[src/rtl/girlword_sprite_fetch.sv]
// rtl/girlword_sprite_fetch.sv - sliding 160x40 banner sprite fetch with 3-cycle pixel pipeline
// Optional blink in HOLD enabled by defining GIRLWORD_BLINK_EN.
module girlword_sprite_fetch #(
    parameter int BANNER_X    = 240,
    parameter int BANNER_Y    = 200,
    parameter int SHOW_FRAMES = 180
) (
    input  logic        Clk,
    input  logic        Reset,
    input  logic [9:0]  DrawX,
    input  logic [9:0]  DrawY,
    input  logic        vsync,
    input  logic        show,
    output logic [12:0] rom_addr,
    input  logic [3:0]  rom_q,
    output logic [3:0]  index,
    output logic        pixel_on,
    output logic        busy
);

    typedef enum logic [1:0] {IDLE, SLIDE, HOLD} state_t;

    localparam logic [9:0]  BX_LO     = 10'(BANNER_X);
    localparam logic [10:0] BX_HI     = 11'(BANNER_X + 159);
    localparam logic [9:0]  BY_FINAL  = 10'(BANNER_Y);
    localparam logic [15:0] HOLD_LAST = 16'(SHOW_FRAMES - 1);

    state_t      state_q;
    logic [6:0]  y_off_q;
    logic [15:0] hold_cnt_q;
    logic        vsync_q;
    logic        frame_tick;

    logic [12:0] rom_addr_q, rom_addr_d;
    logic        in_box1_q, vis1_q, in_box2_q, vis2_q;
    logic        pixel_on_q;
    logic [3:0]  index_q;

    logic [9:0]  top;
    logic [7:0]  dx;
    logic [5:0]  dy;
    logic        in_box;
    logic        visible;
    logic        opaque;

    assign frame_tick = vsync & ~vsync_q;

    always_ff @(posedge Clk or posedge Reset) begin
        if (Reset) begin
            state_q    <= IDLE;
            y_off_q    <= 7'd0;
            hold_cnt_q <= 16'd0;
            vsync_q    <= 1'b0;
        end else begin
            vsync_q <= vsync;
            case (state_q)
                IDLE: begin
                    // show wins over a coincident frame_tick: start fully offset
                    if (show) begin
                        state_q <= SLIDE;
                        y_off_q <= 7'd64;
                    end
                end
                SLIDE: begin
                    if (frame_tick) begin
                        if (y_off_q <= 7'd4) begin
                            state_q    <= HOLD;
                            y_off_q    <= 7'd0;
                            hold_cnt_q <= 16'd0;
                        end else begin
                            y_off_q <= y_off_q - 7'd4;
                        end
                    end
                end
                HOLD: begin
                    if (show) begin
                        hold_cnt_q <= 16'd0;
                    end else if (frame_tick) begin
                        if (hold_cnt_q == HOLD_LAST) begin
                            state_q <= IDLE;
                        end else begin
                            hold_cnt_q <= hold_cnt_q + 16'd1;
                        end
                    end
                end
                default: state_q <= IDLE;
            endcase
        end
    end

    assign busy = (state_q != IDLE);

`ifdef GIRLWORD_BLINK_EN
    assign visible = (state_q == SLIDE) || ((state_q == HOLD) && !hold_cnt_q[4]);
`else
    assign visible = (state_q != IDLE);
`endif

    assign top    = BY_FINAL - {3'b000, y_off_q};
    assign in_box = (DrawX >= BX_LO) && ({1'b0, DrawX} <= BX_HI) &&
                    (DrawY >= top) && (DrawY <= top + 10'd39);
    assign dx     = 8'(DrawX - BX_LO);
    assign dy     = 6'(DrawY - top);

    always_comb begin
        rom_addr_d = 13'd0;
        if (in_box) begin
            rom_addr_d = 13'(dy) * 13'd160 + 13'(dx);
        end
    end

    assign opaque = in_box2_q & vis2_q & (rom_q != 4'd0);

    // Stage 1 issues the ROM read; stage 2 waits out its latency; stage 3 resolves transparency
    always_ff @(posedge Clk or posedge Reset) begin
        if (Reset) begin
            rom_addr_q <= 13'd0;
            in_box1_q  <= 1'b0;
            vis1_q     <= 1'b0;
            in_box2_q  <= 1'b0;
            vis2_q     <= 1'b0;
            pixel_on_q <= 1'b0;
            index_q    <= 4'd0;
        end else begin
            rom_addr_q <= rom_addr_d;
            in_box1_q  <= in_box;
            vis1_q     <= visible;
            in_box2_q  <= in_box1_q;
            vis2_q     <= vis1_q;
            pixel_on_q <= opaque;
            index_q    <= opaque ? rom_q : 4'd0;
        end
    end

    assign rom_addr = rom_addr_q;
    assign index    = index_q;
    assign pixel_on = pixel_on_q;

endmodule

[config.mk]
export PLATFORM = sky130hd
export DESIGN_NAME = girlword_sprite_fetch
export DESIGN_NICKNAME = d
export VERILOG_FILES = /design/src/rtl/girlword_sprite_fetch.sv
export SDC_FILE = /design/constraint.sdc
export NUM_CORES = 1
export LEC_CHECK = 0
export CORE_UTILIZATION = 29
export DETAILED_ROUTE_END_ITERATION = 12
export HOLD_SLACK_MARGIN = 0.08
export SETUP_SLACK_MARGIN = 0.2
export SYNTH_ARGS = -nofsm -noshare
export SYNTH_HDL_FRONTEND = slang
export SYNTH_SLANG_ARGS = --single-unit
[constraint.sdc]
create_clock -name Clk -period 4.5 [get_ports Clk]
set_input_delay 0.9 -clock Clk [delete_from_list [all_inputs] [get_ports Clk]]
set_output_delay 0.9 -clock Clk [all_outputs]
set_load 0.005 [all_outputs]
; ---- Word-level counts from Yosys, hierarchy flattened
; Index checks and enable logic that the tools add are counted.
[totals]
register_bits = 48
inputBits = 28
wordCells = 69
[classes]
addsub = 7
mul = 1
n_lt_le_gt_ge = 5
eq_ne = 11
muxes = 19
bitwise_logic = 4
n_reduce_logical = 11
[op_table]
columns = op, n
row1 = two-way mux 16 bit, 5
row2 = one-hot mux 16 bit (2 select lines), 1
row3 = two-way mux 7 bit, 3
row4 = adder 16 x 1 -> 16 bit (second input constant), 1
row5 = == test 16 x 8 -> 1 bit (second input constant), 1
row6 = one-hot mux 7 bit (2 select lines), 1
row7 = adder 13 x 8 -> 13 bit, 1
row8 = two-way mux 13 bit, 1
row9 = two-way mux 2 bit, 6
row10 = != test 2 bit (second input constant), 6
row11 = adder 9 x 7 -> 10 bit (second input constant), 1
row12 = >= comparator 10 bit, 1
row13 = >= comparator 10 x 8 -> 1 bit (second input constant), 1
row14 = less-or-equal comparator 10 bit, 1
row15 = less-or-equal comparator 10 x 9 -> 1 bit (second input constant), 1
row16 = subtractor 8 x 7 -> 9 bit (first input constant), 1
row17 = multiplier 6 x 3 -> 8 bit (second input constant), 1
row18 = subtractor 8 bit (second input constant), 1
row19 = less-or-equal comparator 7 x 3 -> 1 bit (second input constant), 1
row20 = subtractor 7 x 3 -> 7 bit (second input constant), 1
row21 = != test 3 bit (second input constant), 2
row22 = one-hot mux 2 bit (3 select lines), 1
row23 = AND reduction 6 bit, 1
row24 = nonzero test 2 bit, 3
row25 = other kinds (11), 15

; ---- Logic depth before layout (Yosys ltp)
; Gate-level depths: netlist of the first run.
[logic_depth]
depth_word = 5
depth_mapped = 15

; ---- Least setup slack after synthesis of the first run
; No wires, ideal clock.
[synth_timing]
path_kind = input to register
from = input port DrawY[2]
to = register rom_addr_q[12], in the netlist rom_addr[12]
setup_ps = 138
arrival_time_ps = 3689
required_ps = 4362
path_slack_ps = 673
path_stages = 12
path_cell_list = ha_1 > nor2b_1 > o21ai_1 > nor2b_1 > xnor2_1 > ha_1 > inv_1 > fa_1 > nand3b_1 > a2111oi_4 > xnor3_1 > nor3b_1
[synth_between]
elab_chain_cells = 4
[synth_lines]
columns = element, line
row1 = "start, declared", 11  ; input logic [9:0] DrawY,
row2 = subtractor 6 bit or >= comparator 10 bit (tied branches), "103, 101"
row3 = multiplier 6 x 3 -> 8 bit or logical AND 1 bit (tied branches), "108, 100"
row4 = adder 13 x 8 -> 13 bit or logical AND 1 bit (tied branches), "108, 101"
row5 = two-way mux 13 bit *, 107  ; if (in_box) begin
row6 = via rom_addr_d[12], 34  ; logic [12:0] rom_addr_q, rom_addr_d;
row7 = "end signal, assigned", 125  ; rom_addr_q <= rom_addr_d;
row8 = "end, declared", 34
; The timed path passes the listed nets; every way through them passes the cells marked *.
; A chain may end at the register's enable or synchronous reset.

; ---- Worst setup path after layout of the first run
[layout_timing]
from = input port DrawY[3]
to = register rom_addr_q[12], in the netlist rom_addr[12]
; The elaborated chain is that of the path after synthesis.

==> impl_metrics.tcl, run 1 <==
set metrics [dict create \
    required_ps 4690 \
    p_switching_uw 1180 \
    max-vdd-ir-drop_mv 0.332 \
    timing_hold_violations_final 0 \
    synth_edf_count 0 \
    syn_area_um2 3150 \
    synthTopCellsByArea "sky130_fd_sc_hd__dfrtp_1 37%, sky130_fd_sc_hd__ha_1 15%, sky130_fd_sc_hd__o21ai_1 4.8%" \
    post_route_cells_drive_above_1_share 0.0601 \
    cp_slowest_cell "sky130_fd_sc_hd__fa_1" \
    number_of_h_tree_levels 2 \
    fp.dieW_um 106 \
    synthDistinctLibCells 50 \
    initial_utilization 0.302 \
    via_count 2587 \
    dr.pass1.iters 4 \
    placeableCoreArea_um2 10400 \
    timing_worst_slew_pin_value_ps 956 \
    rr_startpoint "y_off_q[3]" \
    fmax_mhz 249 \
    hold_start "vis1_q" \
    globalplace.congestion 0.844 \
    average_detailed_routed_wire_length_per_instance_um 13.4 \
    timing.final.setup_violations 0 \
    finalClockSkew_ps 4.33 \
    grt_util_all_layers 0.124 \
    timing.critical_path.slowest_cell_delay_ps 540 \
    cts_hold_buf 0 \
    pin_count 47 \
    clk_transition_reported_paths_ps 90 \
    dpl-instance-area_um2 3770 \
    postLayoutCellArea_um2 3870 \
    grt_pass1_vias 2388 \
    core.rowCount 37 \
    placement.io_buffers 46 \
    cts_root_buffer "sky130_fd_sc_hd__clkbuf_8" \
    worst-path-buf-inv 2 \
    r2r_cells 13 \
    tritoncts "done" \
    pwr-share-seq 0.205 \
    yosys_most_used_dff "sky130_fd_sc_hd__dfrtp_1" \
    postLayoutSetupSlackWorst_ps 484 \
    worst_min_delay_path_category "flop to flop" \
    max-slew-margin-rel 0.362 \
    diodes 0 \
    drt_iter0_markers 105 \
    yosys_register_bits 46 \
    syn_warnings 0 \
    relative_contribution_of_combinational_cells_to_total_power 0.694 \
    synth_cells 333 \
    fill_cells 1067 \
    share_of_async_settable_or_async_resettable_flops_after_synthesis 1.00 \
    cts_sinks 46 \
    drc 0 \
    p_int_uw 1450 \
    share_clk_of_total_power 0.101 \
    path_delay_family "adder cells" \
    critical_path.startpoint_type "primary input" \
    min_delay_path_depth 0 \
    post-route-period-util 0.892 \
    total_cts_buffers 5 \
    timing.critical_path.depth 12 \
    post-synth-top-area-cell "sky130_fd_sc_hd__dfrtp_1" \
    design.final.nets 451 \
    wirelength_mm 6.95 \
    sort_of_element_at_the_end_of_the_critical_path "flop" \
    seq_area_frac_synth 0.366 \
    grt_overflow_total 0 \
    criticalPathCategory "primary input to flop" \
    finalMaxSlewViolations 0 \
    dp_hpwl_mm 5.36 \
    crit_chain "clkdlybuf4s50_1 > ha_1 > o21ai_1 > nor2b_1 > xnor2_1 > ha_1 > inv_1 > fa_1 > nand4b_1 > a2111oi_4 > xnor3_1 > nor3b_1" \
    rr_endpoint "rom_addr[12]" \
    dpl.cell_count 511 \
    worst_min_delay_path_endpoint "vis2_q" \
    power_density_nw_per_um2 680 \
    antenna_left 0 \
    synth.net_count 402 \
    fp.dieH_um 106 \
    worstPathMaxFanout 4 \
    postLayoutCoreUtil 0.372 \
    place_ws_ps 18.4 \
    setup-tns-final_ps 0 \
    grt_max_degree 47 \
    post_drt_via_cell_ratio 4.98 \
    cap_violations 0 \
    shortest_period_the_worst_path_allows_ps 4020 \
    clock_latency_ps 300 \
    critical_path_arrival_ps 4210 \
    grt_pass1_wl_mm 11.2 \
    worst_path_most_repeated_cell "sky130_fd_sc_hd__ha_1" \
    synth_largest_type_area_fraction 0.366 \
    syn_area_per_cell_um2 9.46 \
    p_leak_uw 0.00173 \
    initial_antenna_violation_count 0 \
    syn_to_final_growth_pct 23.0 \
    finish.cell_count_without_fillers 519 \
    cts-root-to-sink-buffers 2 \
    fp.dieArea_um2 11300 \
    reg2reg_setup_slack_ps 560 \
    mostFrequentLayoutCells "45 x sky130_fd_sc_hd__dfrtp_1, 45 x sky130_fd_sc_hd__clkdlybuf4s50_1, 38 x sky130_fd_sc_hd__ha_1" \
    rsz0062_at_grt "false" \
    run_status "finished, final reports clean" \
    power_switching_share 0.448 \
]
## worst register-to-register path, cell delays in order (launching register included)
cell	delay (ps)
sky130_fd_sc_hd__dfrtp_1	480
sky130_fd_sc_hd__inv_1	150
sky130_fd_sc_hd__ha_1	340
sky130_fd_sc_hd__ha_1	360
sky130_fd_sc_hd__o21ai_1	100
sky130_fd_sc_hd__nor2b_1	150
sky130_fd_sc_hd__xnor2_1	150
sky130_fd_sc_hd__ha_1	320
sky130_fd_sc_hd__inv_1	70
sky130_fd_sc_hd__fa_1	540
sky130_fd_sc_hd__nand4b_1	270
sky130_fd_sc_hd__a2111oi_4	410
sky130_fd_sc_hd__xnor3_1	350
sky130_fd_sc_hd__nor3b_1	140
## timing repair
| action | 4_1_cts | 5_1_grt |
|---|---|---|
| resized for setup | 0 | 3 |
| endpoints found under the setup margin | 0 | 1 |
| setup buffers | 0 | 0 |
## area by class of cell
| class | instances | area [um^2] | area share |
|---|---|---|---|
| repair buffers | 49 | 485 | 0.125 |
| clock inverters | 1 | 5.00 | 0.00129 |
| multi-input cells | 255 | 1880 | 0.485 |
| flip-flops and latches | 46 | 1150 | 0.297 |
| inverters | 25 | 93.8 | 0.0242 |
| well taps | 136 | 170 | 0.0439 |
| clock buffers | 7 | 86.3 | 0.0223 |
## worst max-delay path by stage
| stage | start | slack (ps) | endpoint |
|---|---|---|---|
| global placement | DrawY[2] | 50 | rom_addr[12] |
| finish | DrawY[3] | 480 | rom_addr[12] |
| floorplan | DrawY[2] | 670 | rom_addr[12] |
| CTS | DrawY[2] | 330 | rom_addr[12] |
| global route | y_off_q[3] | 280 | rom_addr[12] |
| detailed placement | DrawY[2] | 20 | rom_addr[12] |
## cells in the mapped netlist (2+ instances only)
cell,n
sky130_fd_sc_hd__a21o_1,4
sky130_fd_sc_hd__a21oi_1,19
sky130_fd_sc_hd__a22o_1,2
sky130_fd_sc_hd__a31oi_1,8
sky130_fd_sc_hd__and3_1,11
sky130_fd_sc_hd__and4b_1,2
sky130_fd_sc_hd__buf_2,2
sky130_fd_sc_hd__clkbuf_1,4
sky130_fd_sc_hd__dfrtp_1,46
sky130_fd_sc_hd__fa_1,2
sky130_fd_sc_hd__ha_1,39
sky130_fd_sc_hd__inv_1,25
sky130_fd_sc_hd__nand2_1,23
sky130_fd_sc_hd__nand2b_1,5
sky130_fd_sc_hd__nand3_1,9
sky130_fd_sc_hd__nand3b_1,2
sky130_fd_sc_hd__nand4_1,6
sky130_fd_sc_hd__nor2_1,14
sky130_fd_sc_hd__nor2b_1,4
sky130_fd_sc_hd__nor3_1,12
sky130_fd_sc_hd__nor3b_1,7
sky130_fd_sc_hd__nor4_1,4
sky130_fd_sc_hd__o21ai_0,8
sky130_fd_sc_hd__o21ai_1,30
sky130_fd_sc_hd__o31ai_1,3
sky130_fd_sc_hd__o41ai_1,2
sky130_fd_sc_hd__xnor2_1,12
sky130_fd_sc_hd__xor2_1,6
## kinds of logic after synthesis
logic type / share of synthesized area
other cells: 0.00119
xor+xnor: 0.0572
flops: 0.366
buf+inv: 0.0413
fa+ha+maj: 0.168
simple gates: 0.191
mux: 0.00358
compound gates: 0.172
## power by group through the flow
stage          clock [uW]  combinational, uW  sequential, uW
5_1_grt               289               2050             553
3_5_place_dp            0               1830             549
3_3_place_gp            0               1800             548
2_1_floorplan           0               1470             524
4_1_cts               272               1840             541
6_report              265               1830             541
## registers in the layout (all words and copies together) (netlist names)
name / flops
state_q: 2
pixel_on: 1
in_box1_q: 1
vis2_q: 1
vis1_q: 1
rom_addr: 13
vsync_q: 1
index: 4
hold_cnt_q: 16
y_off_q: 5
in_box2_q: 1
## metrics by stage
step	total power [uW]	hold slack, ps
3_3_place_gp	2350	335
5_1_grt	2890	362
4_1_cts	2650	356
6_report	2630	353
2_1_floorplan	2000	331
3_5_place_dp	2380	337
## routing by layer
layer  vias to the layer above  wire length (um)  track usage
li1                       1292                 -            -
met1                      1232              3410        0.175
met2                        56              3150        0.194
met3                         7               293       0.0221
met4                         0                95       0.0317
met5                         -                 0            0
Note: power is estimated with default switching activity, not from simulation.
==> inputs of run 2 (changes only) <==
Settings changed: CTS_BUF_LIST set to sky130_fd_sc_hd__clkbuf_8.
==> impl_metrics.tcl, run 2 (synthesis gave the netlist of run 1 again) <==
set metrics [dict create \
    multi_input_area_um2 1880 \
    power_switching_share 0.449 \
    p_switching_uw 1180 \
    average_detailed_routed_wire_length_per_instance_um 13.4 \
    worst_path_most_repeated_cell "sky130_fd_sc_hd__ha_1" \
    setup-tns-final_ps 0 \
    core.rowCount 37 \
    grt_util_all_layers 0.124 \
    timing_hold_violations_final 0 \
    critical_path.startpoint_type "primary input" \
    grt_overflow_total 0 \
    placeableCoreArea_um2 10400 \
    timing_worst_slew_pin_value_ps 956 \
    worstPathMaxFanout 4 \
    hold_start "vis1_q" \
    tot_pwr_uw 2630 \
    post-route-period-util 0.893 \
    initial_utilization 0.302 \
    design.final.nets 451 \
    finalMaxSlewViolations 0 \
    max-slew-margin-rel 0.362 \
    criticalPathCategory "primary input to flop" \
    drc 0 \
    postLayoutCellArea_um2 3870 \
    crit_path_start "DrawY[3]" \
    grt_pass1_wl_mm 11.2 \
    p_int_uw 1450 \
    sort_of_element_at_the_end_of_the_critical_path "flop" \
    clk_transition_reported_paths_ps 90 \
    globalplace.congestion 0.844 \
    fp.dieArea_um2 11300 \
    timing.critical_path.slowest_cell_delay_ps 540 \
    fill_cells 1067 \
    max-vdd-ir-drop_mv 0.332 \
    final-seq-area_um2 1150 \
    share_clk_of_total_power 0.100 \
    total_cts_buffers 5 \
    crit_chain "clkdlybuf4s50_1 > ha_1 > o21ai_1 > nor2b_1 > xnor2_1 > ha_1 > inv_1 > fa_1 > nand4b_1 > a2111oi_4 > xnor3_1 > nor3b_1" \
    dr.pass1.iters 4 \
    cts_sinks 46 \
    number_of_h_tree_levels 2 \
    cts-root-to-sink-buffers 2 \
    rr_startpoint "y_off_q[3]" \
    largest_register "hold_cnt_q" \
    grt_pass1_vias 2388 \
    pin_count 47 \
    postLayoutCoreUtil 0.372 \
    via_count 2598 \
    shortest_period_the_worst_path_allows_ps 4020 \
    rsz0062_at_grt "false" \
    critical_path_arrival_ps 4210 \
    cts_root_buffer "sky130_fd_sc_hd__clkbuf_8" \
    p_leak_uw 0.00173 \
    placement.io_buffers 46 \
    largest_register_ffs 16 \
    clock_latency_ps 300 \
    fp.dieH_um 106 \
    post_drt_via_cell_ratio 5.01 \
    wirelength_mm 6.94 \
    grt_max_degree 47 \
    timing.final.setup_violations 0 \
    cts_hold_buf 0 \
    required_ps 4690 \
    cap_violations 0 \
    drt_iter0_markers 104 \
    place_ws_ps 18.4 \
    antenna_left 0 \
    diodes 0 \
    pwr-share-seq 0.206 \
    dpl-instance-area_um2 3770 \
    power_density_nw_per_um2 679 \
    post_route_cells_drive_above_1_share 0.0601 \
    fmax_mhz 249 \
    fp.dieW_um 106 \
    postLayoutSetupSlackWorst_ps 483 \
    dp_hpwl_mm 5.36 \
    cp_slowest_cell "sky130_fd_sc_hd__fa_1" \
    tritoncts "done" \
    finalClockSkew_ps 5.36 \
    run_status "finished, final reports clean" \
    relative_contribution_of_combinational_cells_to_total_power 0.695 \
    syn_to_final_growth_pct 23.0 \
    initial_antenna_violation_count 0 \
    mostFrequentLayoutCells "45 x sky130_fd_sc_hd__dfrtp_1, 45 x sky130_fd_sc_hd__clkdlybuf4s50_1, 38 x sky130_fd_sc_hd__ha_1" \
    worst_min_delay_path_category "flop to flop" \
]
-- run 2: cell types whose count changed in the layout (fill, tap and decap cells not counted) --
cell,previous run,this run
sky130_fd_sc_hd__clkbuf_1,1,0
sky130_fd_sc_hd__inv_1,24,25
-- run 2: power groups by stage --
stage | registers (uW) | logic (uW) | clock network, uW
final | 541 | 1830 | 262
after global routing | 553 | 2050 | 287
after detailed placement | 549 | 1830 | 0
after global placement | 548 | 1800 | 0
after floorplan | 524 | 1470 | 0
after CTS | 541 | 1840 | 270
-- run 2: worst paths after layout --
| check | to | slack, ps | depth (start not counted) |
|---|---|---|---|
| min reg2reg | vis2_q | 350 | 0 |
| max in group asynchronous | y_off_q[2] | 2710 | 2 |
| max reg2reg | rom_addr[12] | 560 | 13 |
| min in group asynchronous | rom_addr[10] | 1130 | 2 |
| min | vis2_q | 350 | 0 |
| max | rom_addr[12] | 480 | 12 |
-- run 2: worst max-delay path, delay by kind of cell --
kind            cells  cell delay, ps
fa+ha+maj           3            1220
simple gates        3             590
compound gates      2             520
buf+inv             2             510
xor+xnor            2             460
-- run 2: metrics by stage --
stage	hold slack (ps)	instances
after floorplan	331	333
after global placement	335	511
after detailed placement	337	511
after CTS	356	519
after global routing	362	519
final	352	519
-- run 2: what timing repair did --
action,CTS,global route
setup buffers,0,0
setup endpoints to repair,0,1
gates resized for setup,0,3
-- run 2: final cells by class --
type / count / share of cell area
flip-flops and latches: 46 / 0.297
clock inverters: 2 / 0.00226
multi-input cells: 255 / 0.485
repair buffers: 49 / 0.125
inverters: 25 / 0.0242
clock buffers: 6 / 0.0213
well taps: 136 / 0.0439
-- run 2: routing by layer --
layer	track usage	vias to the layer above	wire length [um]
met5	0	-	0
met4	0.0317	0	95
met3	0.0221	7	354
met2	0.194	61	3150
met1	0.175	1237	3340
li1	-	1293	-
